`src/rtl/noc_input_port_requester.sv`:
```
// Per-VC request/pop control from input VC buffers toward the five output ports.
// Optional watchdog: define NOC_REQ_TIMEOUT_EN to flag VCs starved of grants.
package noc_req_pkg;
  localparam int Noc_VC_Channel = 4;
endpackage

module noc_input_port_requester
  import noc_req_pkg::*;
#(
  parameter int CHANNELS       = Noc_VC_Channel,
  parameter int TIMEOUT_CYCLES = 1024
) (
  input  logic                         noc_clk,
  input  logic                         noc_rst_n,
  input  logic [CHANNELS-1:0]          flit_valid_i,
  input  logic [CHANNELS-1:0]          flit_head_i,
  input  logic [CHANNELS-1:0]          flit_tail_i,
  input  logic [CHANNELS-1:0][4:0]     flit_route_i,
  output logic [CHANNELS-1:0]          flit_pop_o,
  output logic [4:0][CHANNELS-1:0]     start_of_packet_o,
  output logic [4:0][CHANNELS-1:0]     request_o,
  input  logic [4:0][CHANNELS-1:0]     grant_i,
  output logic [4:0][CHANNELS-1:0]     free_o,
  output logic [4:0][CHANNELS-1:0]     end_of_packet_o,
  output logic [CHANNELS-1:0]          err_o
);

  localparam logic [1:0] S_IDLE = 2'd0;
  localparam logic [1:0] S_ACT  = 2'd1;
  localparam logic [1:0] S_REL  = 2'd2;

  logic [CHANNELS-1:0][1:0] state_q, state_d;
  logic [CHANNELS-1:0][4:0] route_q, route_d;
  logic [CHANNELS-1:0][4:0] gcol;
  logic [CHANNELS-1:0]      last_q, last_d;
  logic [CHANNELS-1:0]      err_q, err_d;
  logic [CHANNELS-1:0]      req, pop, hit, enter, tmo;

  // Regroup grants per VC so each FSM sees its own 5-port column
  always_comb begin
    gcol = '0;
    for (int i = 0; i < CHANNELS; i++)
      for (int j = 0; j < 5; j++)
        gcol[i][j] = grant_i[j][i];
  end

  // Per-VC next-state, pop and protocol-error decode
  always_comb begin
    state_d = state_q;
    route_d = route_q;
    last_d  = last_q;
    err_d   = err_q;
    req     = '0;
    pop     = '0;
    hit     = '0;
    enter   = '0;
    for (int i = 0; i < CHANNELS; i++) begin
      case (state_q[i])
        S_IDLE: begin
          if (flit_valid_i[i]) begin
            if (flit_head_i[i] && $onehot(flit_route_i[i])) begin
              route_d[i] = flit_route_i[i];
              last_d[i]  = flit_tail_i[i];
              state_d[i] = S_ACT;
              enter[i]   = 1'b1;
            end else begin
              pop[i]   = 1'b1;
              err_d[i] = 1'b1;
            end
          end
        end
        S_ACT: begin
          req[i] = flit_valid_i[i];
          hit[i] = flit_valid_i[i] && |(gcol[i] & route_q[i]);
          if (hit[i]) begin
            pop[i]     = 1'b1;
            last_d[i]  = flit_tail_i[i];
            state_d[i] = S_REL;
          end
          if (|(gcol[i] & ~route_q[i]) ||
              (|(gcol[i] & route_q[i]) && !flit_valid_i[i]))
            err_d[i] = 1'b1;
        end
        S_REL: begin
          state_d[i] = last_q[i] ? S_IDLE : S_ACT;
          enter[i]   = !last_q[i];
        end
        default: state_d[i] = S_IDLE;
      endcase
    end
  end

  // State, latched route/tail and sticky error
  always_ff @(posedge noc_clk or negedge noc_rst_n) begin
    if (!noc_rst_n) begin
      state_q <= '0;
      route_q <= '0;
      last_q  <= '0;
      err_q   <= '0;
    end else begin
      state_q <= state_d;
      route_q <= route_d;
      last_q  <= last_d;
      err_q   <= err_d | tmo;
    end
  end

`ifdef NOC_REQ_TIMEOUT_EN
  localparam int CW = $clog2(TIMEOUT_CYCLES + 1);
  localparam logic [CW-1:0] TMAX = CW'(TIMEOUT_CYCLES);

  logic [CHANNELS-1:0][CW-1:0] cnt_q;

  // Saturating starvation counter; restarts on ACTIVE entry and each grant
  always_ff @(posedge noc_clk or negedge noc_rst_n) begin
    if (!noc_rst_n) begin
      cnt_q <= '0;
    end else begin
      for (int i = 0; i < CHANNELS; i++) begin
        if (enter[i] || hit[i])
          cnt_q[i] <= '0;
        else if (req[i] && cnt_q[i] != TMAX)
          cnt_q[i] <= cnt_q[i] + 1'b1;
      end
    end
  end

  // Flag the cycle in which the counter reaches the limit
  always_comb begin
    tmo = '0;
    for (int i = 0; i < CHANNELS; i++)
      tmo[i] = req[i] && !hit[i] && (cnt_q[i] == TMAX - 1'b1);
  end
`else
  logic unused_tmo;
  assign unused_tmo = ^{TIMEOUT_CYCLES, enter};
  assign tmo = '0;
`endif

  // Outputs: only the latched route row is ever driven per VC
  always_comb begin
    start_of_packet_o = '0;
    request_o         = '0;
    free_o            = '0;
    end_of_packet_o   = '0;
    for (int i = 0; i < CHANNELS; i++) begin
      for (int j = 0; j < 5; j++) begin
        start_of_packet_o[j][i] = route_q[i][j] &&
          (state_q[i] == S_ACT || state_q[i] == S_REL);
        request_o[j][i]       = route_q[i][j] && req[i];
        free_o[j][i]          = route_q[i][j] && state_q[i] == S_REL;
        end_of_packet_o[j][i] = route_q[i][j] && state_q[i] == S_REL
                                && last_q[i];
      end
    end
  end

  assign flit_pop_o = pop;
  assign err_o      = err_q;

endmodule

```
`config.mk`:
```
export PLATFORM = sky130hd
export DESIGN_NAME = noc_input_port_requester
export DESIGN_NICKNAME = d
export VERILOG_FILES = /design/src/rtl/noc_input_port_requester.sv
export SDC_FILE = /design/constraint.sdc
export NUM_CORES = 1
export LEC_CHECK = 0
export ABC_AREA = 1
export CAP_MARGIN = 20
export CORE_MARGIN = 3
export CORE_UTILIZATION = 39
export CTS_CLUSTER_DIAMETER = 200
export DETAILED_ROUTE_END_ITERATION = 10
export GPL_TIMING_DRIVEN = 0
export PLACE_DENSITY = 0.84
export SETUP_SLACK_MARGIN = 0.2
export SYNTH_ARGS = -nofsm -noshare
export SYNTH_HDL_FRONTEND = slang
export SYNTH_SLANG_ARGS = --single-unit
```
`constraint.sdc`:
```
create_clock -name noc_clk -period 2.9 [get_ports noc_clk]
set_input_delay 0.725 -clock noc_clk [delete_from_list [all_inputs] [get_ports noc_clk]]
set_output_delay 0.725 -clock noc_clk [all_outputs]
set_load 0.01 [all_outputs]
```
== After elaboration in Yosys (flattened, before gate mapping) ==
Cells that the tools add are included.

* RAM bits: 0
* Output and inout port bits: 88
* Word-level logic and storage cells: 284
* Memory bits (read-only): 0
* Latch bits: 0
* Input port bits: 54
* Bits in registers: 36
* Memories: 0

* $lt $le $gt $ge: 0
* Multiply operators: 0
* Reductions and logical operators: 136
* Shift-type cells: 0
* Div/mod/pow operators: 0
* Add/subtract/negate cells: 16
* Eq/ne operators: 32
* Bitwise gates (word level): 12
* Muxes and demuxes: 72

{| class="wikitable"
|+ Operators with widths
! cell !! number
|-
| $logic_and A1 B1 Y1 || 92
|-
| $mux W1 || 44
|-
| $and A5 B5 Y5 || 8
|-
| $ne A2 B2 Y1 const B || 20
|-
| $reduce_or A5 Y1 || 8
|-
| $reduce_and A4 Y1 || 8
|-
| $mux W2 || 12
|-
| $pmux W1 S2 || 12
|-
| $pmux W2 S3 || 4
|-
| $reduce_and A3 Y1 || 8
|-
| $not A5 Y5 || 4
|-
| $add A1 B1 Y2 || 8
|-
| $add A2 B2 Y3 || 4
|-
| $add A3 B1 Y3 || 4
|-
| $eq A3 B1 Y1 const B || 4
|-
| $eq A2 B1 Y1 const B || 4
|-
| $eq A2 B2 Y1 const B || 4
|-
| $logic_not A2 Y1 || 4
|-
| $logic_or A1 B1 Y1 || 8
|-
| $reduce_bool A2 Y1 || 4
|-
| $logic_not A1 Y1 || 4
|}

== Longest topological paths before layout ==
Gate-level depths: netlist of run 1.

* Depth in word-level cells: 8
* Depth in mapped cells: 11
* Gate-level depth less buffers: 11

== Worst setup path before layout of run 1 ==
Ideal clock, no wire load.

* Path kind: input-to-output
* From: input port flit_route_i[0] in the netlist's numbering
* To: output port flit_pop_o[0]
* Slack: -0.100 ns
* Stages on the path: 9
* Data arrival time: 2.275 ns
* Data required time: 2.175 ns
* Path buffers: 0
* Cell sequence: inv_1 > fa_1 > fa_1 > inv_1 > ha_1 > nor2_1 > nand3_1 > nand3_1 > nand2_1

* Word-level cells in the longest chain between the ends: 8

{| class="wikitable"
|+ Ends and longest elaborated chain
! what !! line !! text
|-
| from (decl) || 18 || <nowiki>input logic [CHANNELS-1:0][4:0] flit_route_i,</nowiki>
|-
| $add A1 B1 Y2 (not written as such) || 61 || <nowiki>if (flit_head_i[i] && $onehot(flit_route_i[i])) begin</nowiki>
|-
| $add A2 B2 Y3 (not written as such) || 61 ||
|-
| $add A3 B1 Y3 (not written as such) || 61 ||
|-
| $eq A3 B1 Y1 || 61 ||
|-
| $logic_and A1 B1 Y1 || 61 ||
|-
| $mux W1 || 61 ||
|-
| $mux W1 || 60 || <nowiki>if (flit_valid_i[i]) begin</nowiki>
|-
| $pmux W1 S2 || 58 || <nowiki>case (state_q[i])</nowiki>
|-
| to (decl) || 19 || <nowiki>output logic [CHANNELS-1:0] flit_pop_o,</nowiki>
|}

No other way between the ends.

== Worst setup path in the final report of run 1 ==
* From: input port flit_route_i[3] in the netlist's numbering
* To: register route_q[2] in the netlist's numbering

* Word-level cells in the longest chain between the ends: 6

{| class="wikitable"
|+ Ends and longest elaborated chain
! what !! line !! text
|-
| $add A1 B1 Y2 (not written as such) || 61 ||
|-
| $add A2 B2 Y3 (not written as such) || 61 ||
|-
| $add A3 B1 Y3 (not written as such) || 61 ||
|-
| $eq A3 B1 Y1 || 61 ||
|-
| $logic_and A1 B1 Y1 || 61 ||
|-
| $reduce_and A3 Y1 (no source line) || - ||
|-
| to (signal assigned) || 102 || <nowiki>route_q <= route_d;</nowiki>
|-
| to (decl) || 33 || <nowiki>logic [CHANNELS-1:0][4:0] route_q, route_d;</nowiki>
|}

No other way between the ends.
A chain may end at the register's enable or synchronous reset.

==> summary.txt, run 1 <==
Logic synthesis
  – Top-area cell type share of the netlist area: 27.7%
  – Gate count after technology mapping: roughly 500
  – Seq/Total Area, Yosys: between 20 and 30%
  – Mapped Area: 0.00325 mm²
  – Synthesized area per cell: 6.53 µm²
  – YS warnings: 0
  – Unique masters post-synth: 19
  – Flops & latches, synth: 36
  – Area contributors post-synth: dfrtp_1 (28%), nand2_1 (17%), inv_1 (14%), ha_1 (8.9%), nor2_1 (6.2%)
  – Synth area leader: dfrtp_1
  – Post-Synthesis Net Count: 583

Timing
  – RSZ-0062 raised after global routing: true
  – Fin worst setup slack: -0.396 ns
  – Final hold violation count: 0
  – Slew Limit Fails: 0
  – Minimum clock period: ~3.3 ns
  – Worst slew pin tran: ~0.87 ns
  – Max Clock Freq: ~0.30 GHz
  – # setup viols final: 16
  – Period utilization: 114%
  – Layout Skew: 0.00443 ns
  – Slew HR: between 40% and 50%

Placed design
  – Port Buffers: about 140
  – Number of placed cells counting well taps: roughly 740
  – DP HPWL: roughly 7500 µm
  – GP Congestion: slightly below 0.9

Critical path
  – Critical R2R Capture: route_q[10]
  – Reg2Reg Setup Slack: ~1.1 ns
  – Worst r2r src: state_q[5]
  – Worst-path maximum fanout: 5
  – Worst reg2reg path depth: 7
  – WP data required: approximately 3.1 ns
  – CP endpoint kind: register
  – Critical Path AT: roughly 3.5 ns
  – Worst Setup SP: flit_route_i[3]
  – Critical Path Sink: route_q[2]
  – Crit path kind: primary input to register
  – Startpoint types: primary input

Finish
  – P&R area growth vs syn: 79.5%
  – Nets: just under 800
  – Commonest non-fill, non-tap cells in the layout: nand2_1 (123), clkdlybuf4s50_1 (118), inv_1 (109)
  – Share of layout cells above drive strength 1: between 20% and 30%
  – Util after Layout: 74.0%
  – Post-route insts no fill: approximately 810
  – Antenna Cells: 0
  – Leading cell type in the layout, fill and taps excluded: nand2_1

Power
  – Leak: 3.04 nW
  – Sequential power share: a little under a third
  – Clock share of power: approximately a fifth
  – P_sw: just under 0.0008 W
  – Switching share of power: a little under two fifths
  – Maximum vdd drop: around 0.00032 V
  – Pwr/cell area: between 300 and 400 mW/mm²
  – Gate power share: between 40% and 50%
  – Internal power: between 0.001 and 0.0015 W

Route
  – Initial DRC Count: 108
  – Met3 Wirelength: approximately 640 µm
  – DRC: 0
  – Routed met2 length: roughly 6000 µm
  – Via count: about 4k
  – Antenna-violating nets left: 0
  – Post-Route M1 WL: 4580 µm
  – DR WL/cell: about 14 µm
  – Final WL: ~11000 µm
  – Top sig layer: met4
  – Vias per inst: around 5
  – DR pass1 iterations: 4

Floorplanning
  – Die Wd: between 90 and 100 µm
  – Initial Util: 41.2%
  – I/O pins: between 100 and 150
  – Die Height: 97.3 µm
  – Core Region: about 0.008 mm²
  – Die footprint: 0.00947 mm²
  – Site Rows: 32

Run status
  – Status: finished with violations
  – Failing checks: negative setup slack

Clock network
  – Clock network latency to the later pin of the worst-skew pair: roughly 0.28 ns
  – Hold_buf cts: 0
  – H-tree depth: 2
  – Clock Sinks: 36
  – Clock Pin Slew Worst Setup and Hold Paths: around 0.08 ns
  – Number of buffers created by CTS: 5
  – Clock Path Buffers: 2
  – Clock Tree Root: clkbuf_8
  – CTS tree: built

Global routing
  – Vias in the first global route: ~4.0k
  – Initial antenna violation count: 0
  – First-pass GRT wire length: approximately 18000 µm
  – Pin count of the biggest net entering global routing: 37
  – Total GRT Usage: between 20% and 30%
  – Global route total overflow: 0

Hold path
  – Worst hold path class: register to register

Flow run
  – MaxCap Viol Count: 0
[power by group through the flow]
stage	logic, W	clock network, W	registers (W)
floorplan	0.000429	0	0.000613
detailed placement	0.000742	0	0.000649
CTS	0.000960	0.000411	0.000640
finish	0.00102	0.000404	0.000644
global placement	0.000715	0	0.000646
global route	0.00110	0.000431	0.000650
[cell type report]
class | count | area [µm²]
multi-input combinational | 329 | 2080
clock buffer | 7 | 96.3
timing repair buffer | 204 | 2040
inverter | 129 | 542
sequential | 36 | 901
fill | 591 | 2050
tap | 102 | 128
buffer | 4 | 45.0
[routing by layer]
| metal | vias to the layer above | GRT usage [%] |
|---|---|---|
| li1 | 1908 | - |
| met1 | 1839 | 26.6 |
| met2 | 167 | 44.2 |
| met3 | 29 | 2.87 |
| met4 | 0 | 6.71 |
| met5 | - | 0 |
[flip-flops by register name, summed over array words and instances (netlist names)]
name / cells
err_o: 4
last_q: 4
route_q: 20
state_q: 8
[logic make-up after synthesis]
family / after synthesis / synth area share (%)
buf+inv: 133 / 16.3
simple gates: 244 / 30.4
compound gates: 54 / 11.8
flops: 36 / 27.7
fa+ha+maj: 31 / 13.8
[critical path, stage by stage]
cell     delay [ns]
buf_8          0.09
inv_12         0.03
fa_1           0.48
fa_2           0.36
inv_2          0.07
ha_4           0.20
nor2_4         0.10
buf_6          0.11
buf_6          0.08
buf_6          0.08
buf_6          0.08
buf_6          0.08
buf_6          0.08
buf_6          0.08
buf_6          0.08
buf_6          0.07
nand4_1        0.10
or2_1          0.28
buf_6          0.15
nand2_2        0.06
o21ai_2        0.05
[cells in the mapped netlist]
cell type	number
o21ai_2	23
a21oi_1	11
ha_1	23
o21bai_1	9
inv_2	4
nor2_1	54
fa_1	8
inv_1	125
o21ai_0	2
nand3_1	25
or2_1	4
buf_6	4
or2_2	1
dfrtp_1	36
nand3b_1	1
nand2_1	149
a21boi_0	2
nand4_1	10
o21ai_1	7
[how the worst min path moves through the flow]
stage               from        to  slack, ns  cells after the start
4_1_cts         err_o[0]  err_o[0]       0.47                      2
2_1_floorplan  noc_rst_n  err_o[0]       0.43                      0
5_1_grt         err_o[0]  err_o[0]       0.50                      2
6_report        err_o[1]  err_o[1]       0.46                      2
3_5_place_dp    err_o[0]  err_o[0]       0.45                      2
3_3_place_gp    err_o[1]  err_o[1]       0.45                      2
[metrics by stage]
step	setup slack (ns)	TNS (ns)	hold slack, ns	power, W	instance area, µm²
2_1_floorplan	-0.0698	-0.265	0.429	0.00104	3320
3_3_place_gp	-1.26	-20.26	0.449	0.00136	4860
3_5_place_dp	-1.32	-23.18	0.449	0.00139	4860
4_1_cts	-0.310	-3.12	0.469	0.00201	5670
5_1_grt	-0.449	-5.21	0.504	0.00218	5840
6_report	-0.396	-4.19	0.465	0.00206	5840
[what timing repair did]
item | in CTS | in global routing
hold endpoints to repair | 0 | 0
setup endpoints to repair | 60 | 33
pin swaps | 29 | 19
gates cloned | 1 | 1
setup buffers | 54 | 7
gates resized for setup | 165 | 34
Note: power is estimated with default switching activity, not from simulation.
==> run 2, diff against run 1 <==
==> constraint.sdc (replaced) <==
create_clock -name noc_clk -period 2.9 [get_ports noc_clk]
set_input_delay 0.435 -clock noc_clk [delete_from_list [all_inputs] [get_ports noc_clk]]
set_output_delay 0.435 -clock noc_clk [all_outputs]
set_load 0.01 [all_outputs]
==> run 2 against run 1 <==
Against the previous run:
- the flow now finishes without violations
- die area stayed put
- non-clock buffer count is 45 lower
- combinational power is 20% lower
- highest routed layer unchanged
- count of clock-buffer cells in the layout is 1 lower
- register-to-register slack better by 0.17 ns
- sequential power is 1% lower
- via count is 12% lower
- total power is 12% lower
- fmax is 23% higher
- utilization is 9.2 points lower
==> summary.txt, run 2 (synthesis results as in run 1) <==
Finish
  – Leading cell type in the layout, fill and taps excluded: nand2_1 (unchanged)
  – Biggest regs: route_q (20), state_q (8) (unchanged)
  – Max reg flops: 20 (unchanged)
  – Antenna Cells: 0 (unchanged)
  – Commonest non-fill, non-tap cells in the layout: nand2_1 (147), clkdlybuf4s50_1 (124), inv_1 (109) (was nand2_1 (123), clkdlybuf4s50_1 (118), inv_1 (109))
  – Largest Register: route_q (unchanged)
  – Share of layout cells above drive strength 1: 15.9% (was 26.9%)
  – Util after Layout: 64.8% (was 74.0%)
  – Post-route insts no fill: 767 (was 811)
  – Cell area after layout: 0.00511 mm² (was 0.00584 mm²)
  – P&R area growth vs syn: 57.3% (was 79.5%)
  – Nets: 749 (was 794)
  – Fillers: 662 (was 591)

Critical path
  – Crit path kind: primary input to primary output (was primary input to register)
  – Reg2Reg Setup Slack: 1.27 ns (was 1.10 ns)
  – Startpoint types: primary input (unchanged)
  – Critical Path AT: 2.24 ns (was 3.47 ns)
  – Worst r2r src: state_q[5] (unchanged)
  – CP endpoint kind: primary output (was register)
  – Worst-path maximum fanout: 2 (was 5)
  – WP data required: 2.47 ns (was 3.08 ns)
  – Worst Setup SP: flit_route_i[10] (was flit_route_i[3])
  – Critical R2R Capture: route_q[13] (was route_q[10])
  – Worst reg2reg path depth: 7 (unchanged)

Timing
  – Slew Limit Fails: 0 (unchanged)
  – # setup viols final: 0 (was 16)
  – Max Clock Freq: 0.373 GHz (was 0.303 GHz)
  – Slew HR: 44.2% (was 41.9%)
  – Layout Skew: 0.00314 ns (was 0.00443 ns)
  – Final hold violation count: 0 (unchanged)
  – Minimum clock period: 2.68 ns (was 3.30 ns)
  – Worst slew pin tran: 0.837 ns (was 0.872 ns)
  – TNS Setup: 0 ns (was -4.19 ns)
  – RSZ-0062 raised after global routing: true (unchanged)
  – Period utilization: 92.4% (was 114%)

Global routing
  – First-pass GRT wire length: 14900 µm (was 18300 µm)
  – Vias in the first global route: 3282 (was 3998)
  – Total GRT Usage: 18.6% (was 23.1%)
  – Global route total overflow: 0 (unchanged)
  – Initial antenna violation count: 0 (unchanged)
  – Pin count of the biggest net entering global routing: 37 (unchanged)

Route
  – DR pass1 iterations: 4 (unchanged)
  – Vias per inst: 4.53 (was 4.86)
  – Initial DRC Count: 64 (was 108)
  – Antenna-violating nets left: 0 (unchanged)
  – Via count: 3475 (was 3943)
  – DR WL/cell: 11.7 µm (was 14.1 µm)
  – DRC: 0 (unchanged)
  – Final WL: 9000 µm (was 11400 µm)

Placed design
  – Number of placed cells counting well taps: 741 (unchanged)
  – Cell Area, Placed: 0.00478 mm² (was 0.00486 mm²)
  – Port Buffers: 141 (unchanged)
  – GP Congestion: 0.892 (was 0.888)
  – DP HPWL: 7060 µm (was 7540 µm)

Clock network
  – Clock Pin Slew Worst Setup and Hold Paths: 0.07 ns (was 0.08 ns)
  – Hold_buf cts: 0 (unchanged)
  – Clock Sinks: 36 (unchanged)
  – CTS tree: built (unchanged)
  – Number of buffers created by CTS: 5 (unchanged)
  – Clock Path Buffers: 2 (unchanged)
  – Clock Tree Root: clkbuf_8 (unchanged)
  – H-tree depth: 2 (unchanged)
  – Clock network latency to the later pin of the worst-skew pair: 0.28 ns (about the same)

Floorplanning
  – Die footprint: 0.00947 mm² (unchanged)
  – Site Rows: 32 (unchanged)
  – Die Height: 97.3 µm (unchanged)
  – Core Region: 0.00789 mm² (unchanged)
  – Die Wd: 97.3 µm (unchanged)
  – I/O pins: 142 (unchanged)
  – Initial Util: 41.2% (unchanged)

Flow run
  – MaxCap Viol Count: 0 (unchanged)

Power
  – Final total power: 0.00182 W (was 0.00206 W)
  – Maximum vdd drop: 0.000442 V (was 0.000316 V)
  – Pwr/cell area: 357 mW/mm² (was 353 mW/mm²)
  – Leak: 2.72 nW (was 3.04 nW)

Hold path
  – Worst hold path class: primary input to asynchronous set/reset pin (was register to register)

Run status
  – Status: finished clean (was finished with violations)
==> run 2: power by group <==
group | internal [W] | leakage (nW) | switching, W | total (W)
logic | 0.000389 | 2.22 | 0.000426 | 0.000815
clock network | 0.000190 | 0.0510 | 0.000181 | 0.000371
registers | 0.000557 | 0.456 | 0.0000798 | 0.000636
==> run 2: area by class of cell <==
class	count	area, µm²	area share (%)
multi-input combinational	329	1960	38.3
timing repair buffer	159	1510	29.5
sequential	36	901	17.6
inverter	129	484	9.47
tap	102	128	2.50
clock buffer	6	82.6	1.62
buffer	4	45.0	0.881
clock inverter	2	10.0	0.196
==> run 2: timing repair <==
| item | CTS | global route |
|---|---|---|
| endpoints found under the setup margin | 20 | 4 |
| buffers inserted | 11 | 7 |
| endpoints found under the hold margin | 0 | 0 |
| resized for setup | 68 | 19 |
| pin swaps | 17 | 20 |
==> run 2: how the worst max path moves through the flow <==
| stage | endpoint | slack [ns] | cells after the start |
|---|---|---|---|
| 2_1_floorplan | flit_pop_o[0] | 0.48 | 9 |
| 3_3_place_gp | flit_pop_o[0] | -0.52 | 11 |
| 3_5_place_dp | flit_pop_o[2] | -0.56 | 11 |
| 4_1_cts | flit_pop_o[2] | 0.18 | 11 |
| 5_1_grt | flit_pop_o[2] | 0.15 | 11 |
| 6_report | flit_pop_o[2] | 0.22 | 11 |
==> run 2: worst max-delay path, stage by stage <==
cell and delay, ns:
clkdlybuf4s15_1 0.19, inv_2 0.06, fa_1 0.49, fa_2 0.35, inv_2 0.08, ha_4 0.20, nor2_4 0.11, nand3_2 0.08
nand3_2 0.06, nand2_1 0.05, buf_2 0.13
==> run 2: per-layer routing <==
layer | vias to the layer above | GRT usage [%] | wire length, µm | share of wire, %
met5 | - | 0 | 0 | 0
met4 | 0 | 2.98 | 57 | 0.63
met3 | 9 | 3.37 | 536 | 6.0
met2 | 102 | 35.6 | 4730 | 53
met1 | 1543 | 21.7 | 3680 | 41
li1 | 1821 | - | - | -
==> run 2: through the flow <==
step | hold WS [ns] | setup WS, ns
after floorplan | 0.139 | 0.480
after global placement | 0.447 | -0.521
after detailed placement | 0.448 | -0.561
after CTS | 0.271 | 0.175
after global routing | 0.320 | 0.155
final | 0.249 | 0.221
==> run 3, diff against run 2 <==
CTS_CLUSTER_SIZE = 14   (was default)
SKIP_LAST_GASP = 1   (was default)
==> results of run 3 <==
No change in the layout: final DEF, timing and power equal those of run 2.
